$ cat src/rtl/sram_port_arbiter.sv
// Round-robin arbiter sharing one single-port SRAM among NUM_REQ requesters.
// Bounded bursts per owner, one memory op per cycle, read data returned with a one-cycle rvalid pulse.
module sram_port_arbiter #(
  parameter int WIDTH     = 32,
  parameter int DEPTH     = 8,
  parameter int NUM_REQ   = 4,
  parameter int BURST_LEN = 4,
  localparam int AW       = (DEPTH > 1) ? $clog2(DEPTH) : 1
) (
  input  logic                     clk,
  input  logic                     rst_n,
  input  logic [NUM_REQ-1:0]       req,
  input  logic [NUM_REQ-1:0]       we,
  input  logic [NUM_REQ*AW-1:0]    addr,
  input  logic [NUM_REQ*WIDTH-1:0] wdata,
  output logic [NUM_REQ-1:0]       gnt,
  output logic [NUM_REQ-1:0]       rvalid,
  output logic [WIDTH-1:0]         rdata,
  output logic                     busy,
  output logic                     mem_we,
  output logic [AW-1:0]            mem_addr,
  output logic [WIDTH-1:0]         mem_wdata,
  input  logic [WIDTH-1:0]         mem_rdata
);

  localparam int IW = $clog2(NUM_REQ);
  localparam int CW = $clog2(BURST_LEN + 1);

  typedef enum logic {IDLE, OWNED} state_t;

  state_t                          state_q, state_d;
  logic [IW-1:0]                   owner_q, owner_d;
  logic [IW-1:0]                   last_q, last_d;
  logic [CW-1:0]                   cnt_q, cnt_d;
  logic                            win_vld;
  logic [IW-1:0]                   win;
  logic [IW:0]                     pick;
  logic [NUM_REQ-1:0]              others;
  logic                            go;
  logic [NUM_REQ-1:0][AW-1:0]      addr_a;
  logic [NUM_REQ-1:0][WIDTH-1:0]   wdata_a;
  logic [AW-1:0]                   addr_q;
  logic [WIDTH-1:0]                wdata_q;
  logic [NUM_REQ-1:0]              rvalid_q;
  logic                            busy_q;

  assign addr_a  = addr;
  assign wdata_a = wdata;

  // Returns {found, index} of the first set bit strictly after base, wrapping.
  function automatic logic [IW:0] rr_pick(input logic [NUM_REQ-1:0] r, input logic [IW-1:0] base);
    logic          found;
    logic [IW-1:0] idx;
    logic [IW-1:0] j;
    found = 1'b0;
    idx   = '0;
    for (int k = 1; k <= NUM_REQ; k++) begin
      j = IW'((int'(base) + k) % NUM_REQ);
      if (!found && r[j]) begin
        found = 1'b1;
        idx   = j;
      end
    end
    return {found, idx};
  endfunction

  always_comb begin
    state_d = state_q;
    owner_d = owner_q;
    last_d  = last_q;
    cnt_d   = cnt_q;
    win_vld = 1'b0;
    win     = owner_q;
    pick    = '0;
    others  = req & ~(NUM_REQ'(1) << owner_q);
    case (state_q)
      IDLE: begin
        pick = rr_pick(req, last_q);
        if (pick[IW]) begin
          win_vld = 1'b1;
          win     = pick[IW-1:0];
          cnt_d   = CW'(1);
        end
      end
      OWNED: begin
        if (req[owner_q] && (cnt_q < CW'(BURST_LEN))) begin
          win_vld = 1'b1;
          win     = owner_q;
          cnt_d   = cnt_q + 1'b1;
        end else if (req[owner_q] && !(|others)) begin
          // burst exhausted but nobody else waits: restart the burst without a bubble
          win_vld = 1'b1;
          win     = owner_q;
          cnt_d   = CW'(1);
        end else begin
          pick = rr_pick(others, owner_q);
          if (pick[IW]) begin
            win_vld = 1'b1;
            win     = pick[IW-1:0];
            cnt_d   = CW'(1);
          end
        end
      end
      default: ;
    endcase
    if (win_vld) begin
      owner_d = win;
      last_d  = win;
      state_d = (BURST_LEN == 1) ? IDLE : OWNED;
    end else begin
      state_d = IDLE;
    end
  end

  // Grant is suppressed while reset is held so nothing reaches the memory.
  assign go = win_vld & rst_n;

  for (genvar i = 0; i < NUM_REQ; i++) begin : g_gnt
    assign gnt[i] = go && (win == IW'(i));
  end

  assign mem_we    = go & we[win];
  assign mem_addr  = go ? addr_a[win]  : addr_q;
  assign mem_wdata = go ? wdata_a[win] : wdata_q;
  assign rvalid    = rvalid_q;
  assign rdata     = mem_rdata;
  assign busy      = busy_q;

  always_ff @(posedge clk or negedge rst_n) begin
    if (!rst_n) begin
      state_q  <= IDLE;
      owner_q  <= '0;
      last_q   <= IW'(NUM_REQ - 1);
      cnt_q    <= '0;
      addr_q   <= '0;
      wdata_q  <= '0;
      rvalid_q <= '0;
      busy_q   <= 1'b0;
    end else begin
      state_q  <= state_d;
      owner_q  <= owner_d;
      last_q   <= last_d;
      cnt_q    <= cnt_d;
      if (go) begin
        addr_q  <= addr_a[win];
        wdata_q <= wdata_a[win];
      end
      rvalid_q <= (go && !we[win]) ? gnt : '0;
      busy_q   <= |(req & gnt);
    end
  end

endmodule

$ cat config.mk
export PLATFORM = sky130hd
export DESIGN_NAME = sram_port_arbiter
export DESIGN_NICKNAME = d
export VERILOG_FILES = /design/src/rtl/sram_port_arbiter.sv
export SDC_FILE = /design/constraint.sdc
export NUM_CORES = 1
export LEC_CHECK = 0
export ABC_AREA = 0
export CORE_UTILIZATION = 35
export CTS_BUF_LIST = sky130_fd_sc_hd__clkbuf_8
export DETAILED_ROUTE_END_ITERATION = 10
export GPL_TIMING_DRIVEN = 0
export PLACE_DENSITY = 0.83
export SLEW_MARGIN = 20
export SYNTH_ARGS = -nofsm -noshare
export SYNTH_HDL_FRONTEND = slang
export SYNTH_SLANG_ARGS = --single-unit
$ cat constraint.sdc
create_clock -name clk -period 3.92 [get_ports clk]
set_input_delay 0.588 -clock clk [delete_from_list [all_inputs] [get_ports clk]]
set_output_delay 0.588 -clock clk [all_outputs]
set_load 0.03 [all_outputs]
Word-level counts from Yosys, hierarchy flattened. Index checks and enable logic that the tools add are counted. Widths: inputs -> output; s select.

Output and inout port bits: 77. Register bits: 48.

Shift-type cells: 1. Magnitude comparators: 11. Muxes and demuxes: 75. Bitwise operators: 6. Equality and inequality tests: 5. $add $sub $neg: 9. Reductions and logical operators: 25.

Operators by type and width (number): $bmux 32 s2 (1); $mux 32 (2); $mux 1 (39); $lt 2x3->1 const B (10); $mux 2 (12); $bmux 1 s2 (10); $mux 3 (6); $logic_and 1x1->1 (13); $add 2x1->2 const B (4); $add 2x2->2 const B (4); $and 4x4->4 (2); $logic_not 1->1 (8); $reduce_or 4->1 (2); $bmux 3 s2 (1); $pmux 3 s2 (1); $eq 2x2->1 const B (2); $mux 4 (1); $ne 4x1->1 const B (1); $not 4->4 (1); $pmux 2 s2 (1); $shl 1x2->4 const A (1); $add 3x1->3 const B (1); $lt 3x3->1 const B (1); $and 1x1->1 (2); 6 further kinds (6).

Longest topological paths before layout.
Depth in word-level cells: 36. Gate-level depth with buffers: 13. Mapped depth without buffers: 12.

Worst setup path after synthesis. OpenSTA, ideal clock, no wires.

Kind: input port to output port. Start: input port req[3]. End: output port mem_wdata[15]. Setup slack: 0.493 ns. Arrival time: 2.839 ns. Cell stages on the path: 12. Path through: buf_6 -> nor2b_4 -> mux4_2 -> mux2i_1 -> nand3_1 -> o211ai_2 -> a22oi_2 -> buf_6 -> buf_6 -> buf_6 -> mux2i_1 -> o221ai_1.

Longest elaborated chain between the ends: 32. Elaborated cells between the ends (all ways): 81. Classes of those cells: mux: 63; bitwise: 2; reduce/logical: 16.

Ends and longest elaborated chain: start, declared (line 12) `input logic [NUM_REQ-1:0] req,`; $and 4x4->4 (line 75) `others = req & ~(NUM_REQ'(1) << owner_q);`; $bmux 1 s2 (line 59) `if (!found && r[j]) begin`; $mux 1 (implied by the code) (line 59); $mux 1 (line 59); $mux 1 (line 90) `end else if (req[owner_q] && !(|others)) begin`; $mux 1 (line 86) `if (req[owner_q] && (cnt_q < CW'(BURST_LEN))) begin`; $mux 1 (line 76) `case (state_q)`; $logic_not 1->1 (line 59); (+16 left out); $mux 1 (line 76); $mux 2 (line 97) `if (pick[IW]) begin`; $mux 2 (line 90); $mux 2 (line 86); $pmux 2 s2 (line 76); $bmux 32 s2 (line 124) `assign mem_wdata = go ? wdata_a[win] : wdata_q;`; $mux 32 (implied by the code) (line 124); $mux 32 *; end, declared (line 22) `output logic [WIDTH-1:0] mem_wdata,`.

Every way passes the cells marked *; elsewhere a longest branch is shown, timed or not. The select of a mux whose other input is x is not followed.

Worst setup path in the final report.
Start: input port req[1]. End: output port mem_wdata[24].

The elaborated chain is that of the path after synthesis.

==> impl_results.rst <==
.. list-table::
   :header-rows: 1

   * - Metric
     - Value
   * - Clk pin slew, worst setup/hold paths
     - 100 ps
   * - Leading post-synthesis cells by instance count
     - 75 x sky130_fd_sc_hd__mux2i_1, 46 x sky130_fd_sc_hd__dfrtp_1, 41 x sky130_fd_sc_hd__nand2_1, 33 x sky130_fd_sc_hd__buf_4, 25 x sky130_fd_sc_hd__o221ai_1
   * - Portion of the clock cycle consumed by the worst path in the final layout
     - 97.9%
   * - Fin cells
     - 706
   * - Die Width
     - 101 µm
   * - Count of final max-slew check failures
     - 0
   * - Yosys top cell by area
     - sky130_fd_sc_hd__dfrtp_1
   * - Pin count of the biggest net entering global routing
     - 29
   * - Setup crit start kind
     - input port
   * - Relative slew slack
     - 64.5%
   * - Timing startpoint of the critical path
     - req[1]
   * - Port Buffers
     - 225
   * - Top achievable clock speed
     - 261 MHz
   * - Initial cell density of the core
     - 36.6%
   * - Ratio of total power to cell area
     - 901 nW/µm²
   * - Synth top area share
     - 33.6%
   * - Count of standard-cell rows
     - 35
   * - Leakage power
     - 0.00270 µW
   * - Post-synthesis instance area
     - 3430 µm²
   * - GRT overflow
     - 0
   * - Max VDD drop
     - 0.596 mV
   * - Global-route wire length before repair
     - 17.9 mm
   * - Number of antenna violations at the first check in global routing
     - 0
   * - Area of the die
     - 10200 µm²
   * - Type of the setup path with the least slack
     - in -> out
   * - Synthesis-to-finish area growth
     - 81.8%
   * - Routed vias/inst
     - 5.07
   * - Post-synthesis sequential area ratio
     - 35.1%
   * - Flip-flop and latch count after synthesis
     - 48
   * - Count of pins on the block boundary
     - 259
   * - Core region area
     - 9370 µm²
   * - Final hold slack
     - 258 ps
   * - Layout Skew
     - 14.1 ps
   * - Total of fill cells in the finished design
     - 774
   * - Count of TritonRoute iterations in the first routing pass
     - 4
   * - Detailed-route wire length per cell
     - 16.8 µm
   * - Critical-path maximum fanout
     - 10
   * - H-Tree Depth
     - 2
   * - Placed insts
     - 689
   * - TritonCTS clock tree
     - built
   * - Category of the worst setup path capture point
     - primary output
   * - Synth Net Count
     - 521
   * - Post-route ant nets
     - 0
   * - Total negative slack
     - 0 ps
   * - Share of final-layout standard cells stronger than drive strength 1
     - 30.0%
   * - Reg area
     - 1210 µm²
   * - CTS root buffer
     - sky130_fd_sc_hd__clkbuf_8
   * - Commonest register cell after synthesis
     - sky130_fd_sc_hd__dfrtp_1
   * - Remaining design rule violation count
     - 0
   * - Per-instance average area after synthesis
     - 10.3 µm²
   * - Most repeated cell in the gate-level netlist after synthesis
     - sky130_fd_sc_hd__mux2i_1
   * - Final nets
     - 763
   * - Path type of the worst min-delay path
     - in -> async
   * - Status
     - completed
   * - Worst reg2reg path startpoint
     - owner_q[0]
   * - Area of combinational cells with multiple inputs
     - 2020 µm²
   * - TritonCTS Sinks
     - 48
   * - Top post-synthesis cells by area
     - sky130_fd_sc_hd__dfrtp_1 34%, sky130_fd_sc_hd__mux2i_1 22%, sky130_fd_sc_hd__buf_4 7.2%
   * - Yosys cell types
     - 40
   * - Utilization after layout
     - 66.5%
   * - Weighted congestion at the end of routability-driven global placement
     - 0.811
   * - Share of synthesized flip-flops with an asynchronous set or reset
     - 100%
   * - Total detailed-routing wirelength
     - 11.9 mm
   * - Max Root-Sink Buffers
     - 2
   * - CTS buffer count
     - 5
   * - Die span in y
     - 101 µm
   * - Antenna diode count
     - 0
   * - Critical path data required time
     - 3330 ps
   * - Synthesis Warnings
     - 0
   * - Insertion delay of the later-clocked pin in the worst-skew pair
     - 300 ps
   * - CTS hold repair buffers
     - 0
   * - RSZ-0062 raised after global routing
     - yes
   * - Arrival time worst endpoint
     - 3250 ps
   * - Total via count in the routed design
     - 3578
   * - Fin crit period
     - 3840 ps
   * - Mapped Cells
     - 334
   * - Hold violation total from the final report
     - 0
   * - Final setup violating endpoints
     - 0
   * - Worst-margin pin slew
     - 532 ps
   * - Hpwl dp
     - 9.31 mm
   * - Number of global-route vias before repair
     - 3787
   * - Drt first-iter violations
     - 67
   * - Number of enable flip-flop cells after synthesis
     - 0
   * - Max_cap viols
     - 0
   * - Total GRT Usage
     - 22.4%
## worst max-delay path: stages
cell,delay [ps]
sky130_fd_sc_hd__clkdlybuf4s50_1,410
sky130_fd_sc_hd__nor2b_2,170
sky130_fd_sc_hd__o41ai_2,420
sky130_fd_sc_hd__nand2_4,100
sky130_fd_sc_hd__o2111ai_1,120
sky130_fd_sc_hd__nand2_2,150
sky130_fd_sc_hd__inv_2,120
sky130_fd_sc_hd__nand2_4,110
sky130_fd_sc_hd__or2_1,250
sky130_fd_sc_hd__buf_4,160
sky130_fd_sc_hd__buf_6,140
sky130_fd_sc_hd__o221ai_1,250
sky130_fd_sc_hd__buf_2,260
## flip-flops by register name, summed over array words and instances (netlist names)
name and flops:
addr_q 3, busy 1, last_q 2, cnt_q 3
owner_q 2, wdata_q 32, rvalid 4, state_q 1
## area by class of cell
cell class                 count  share of cell area (%)
clock inverter                 2                   0.622
timing repair buffer         235                    35.8
multi-input combinational    223                    32.4
clock buffer                   6                    1.32
sequential                    48                    19.3
inverter                       7                   0.462
tap                          129                    2.59
buffer                        56                    7.51
## metal layers
metal	routed length (µm)	track usage, %
met4	261	7.25
met5	0	0
met1	4500	25.1
met2	6220	41.4
met3	886	5.41
## final timing paths
path	depth (start not counted)	slack [ps]	endpoint
worst min-delay path	1	260	wdata_q[25]
worst max register to register	11	1120	wdata_q[2]
min in group clk	2	480	wdata_q[0]
max in group asynchronous	2	3040	last_q[1]
worst min register to register	2	480	wdata_q[0]
worst max-delay path	13	80	mem_wdata[24]
## report_power, final
group          switching [µW]  total (µW)  internal (µW)
logic                    2430        4400           1970
clock network             173         381            209
registers                91.3         833            742
total                    2700        5620           2920
## through the flow
stage          power, µW  setup slack, ps  area, µm²
6_report            5620             83.1       6230
5_1_grt             5950            -63.1       6230
4_1_cts             5020             1.99       5890
3_5_place_dp        4830             -682       5860
3_3_place_gp        4760            -1590       5840
2_1_floorplan       3500              493       3430
## timing repair
item | CTS | global route
buffers inserted | 5 | 3
gates resized for setup | 225 | 101
gates cloned | 0 | 1
endpoints found under the setup margin | 40 | 40
pin swaps | 0 | 7
## cell families (layout without fill, tap and decap cells)
| family | Yosys count | after routing | synth area share, % |
|---|---|---|---|
| buffers and inverters | 63 | 306 | 12.8 |
| AOI/OAI and AO/OA | 60 | 60 | 16.0 |
| DFF | 48 | 48 | 35.1 |
| muxes | 79 | 79 | 23.9 |
| and+or+nand+nor | 79 | 79 | 10.4 |
| adders and majority gates | 5 | 5 | 1.82 |
## placed cells by master, fill, tap and decap left out, types with 6 or more instances in the layout
cell                              count
sky130_fd_sc_hd__clkdlybuf4s50_1    182
sky130_fd_sc_hd__buf_4               65
sky130_fd_sc_hd__mux2i_1             63
sky130_fd_sc_hd__dfrtp_1             44
sky130_fd_sc_hd__nand2_1             39
sky130_fd_sc_hd__o221ai_2            23
sky130_fd_sc_hd__buf_2               16
sky130_fd_sc_hd__nor2_1              14
sky130_fd_sc_hd__o221ai_1            12
sky130_fd_sc_hd__buf_6                9
sky130_fd_sc_hd__mux2i_2              7
sky130_fd_sc_hd__a21oi_1              6
sky130_fd_sc_hd__clkbuf_8             6
(Power assumes the default switching activity.)
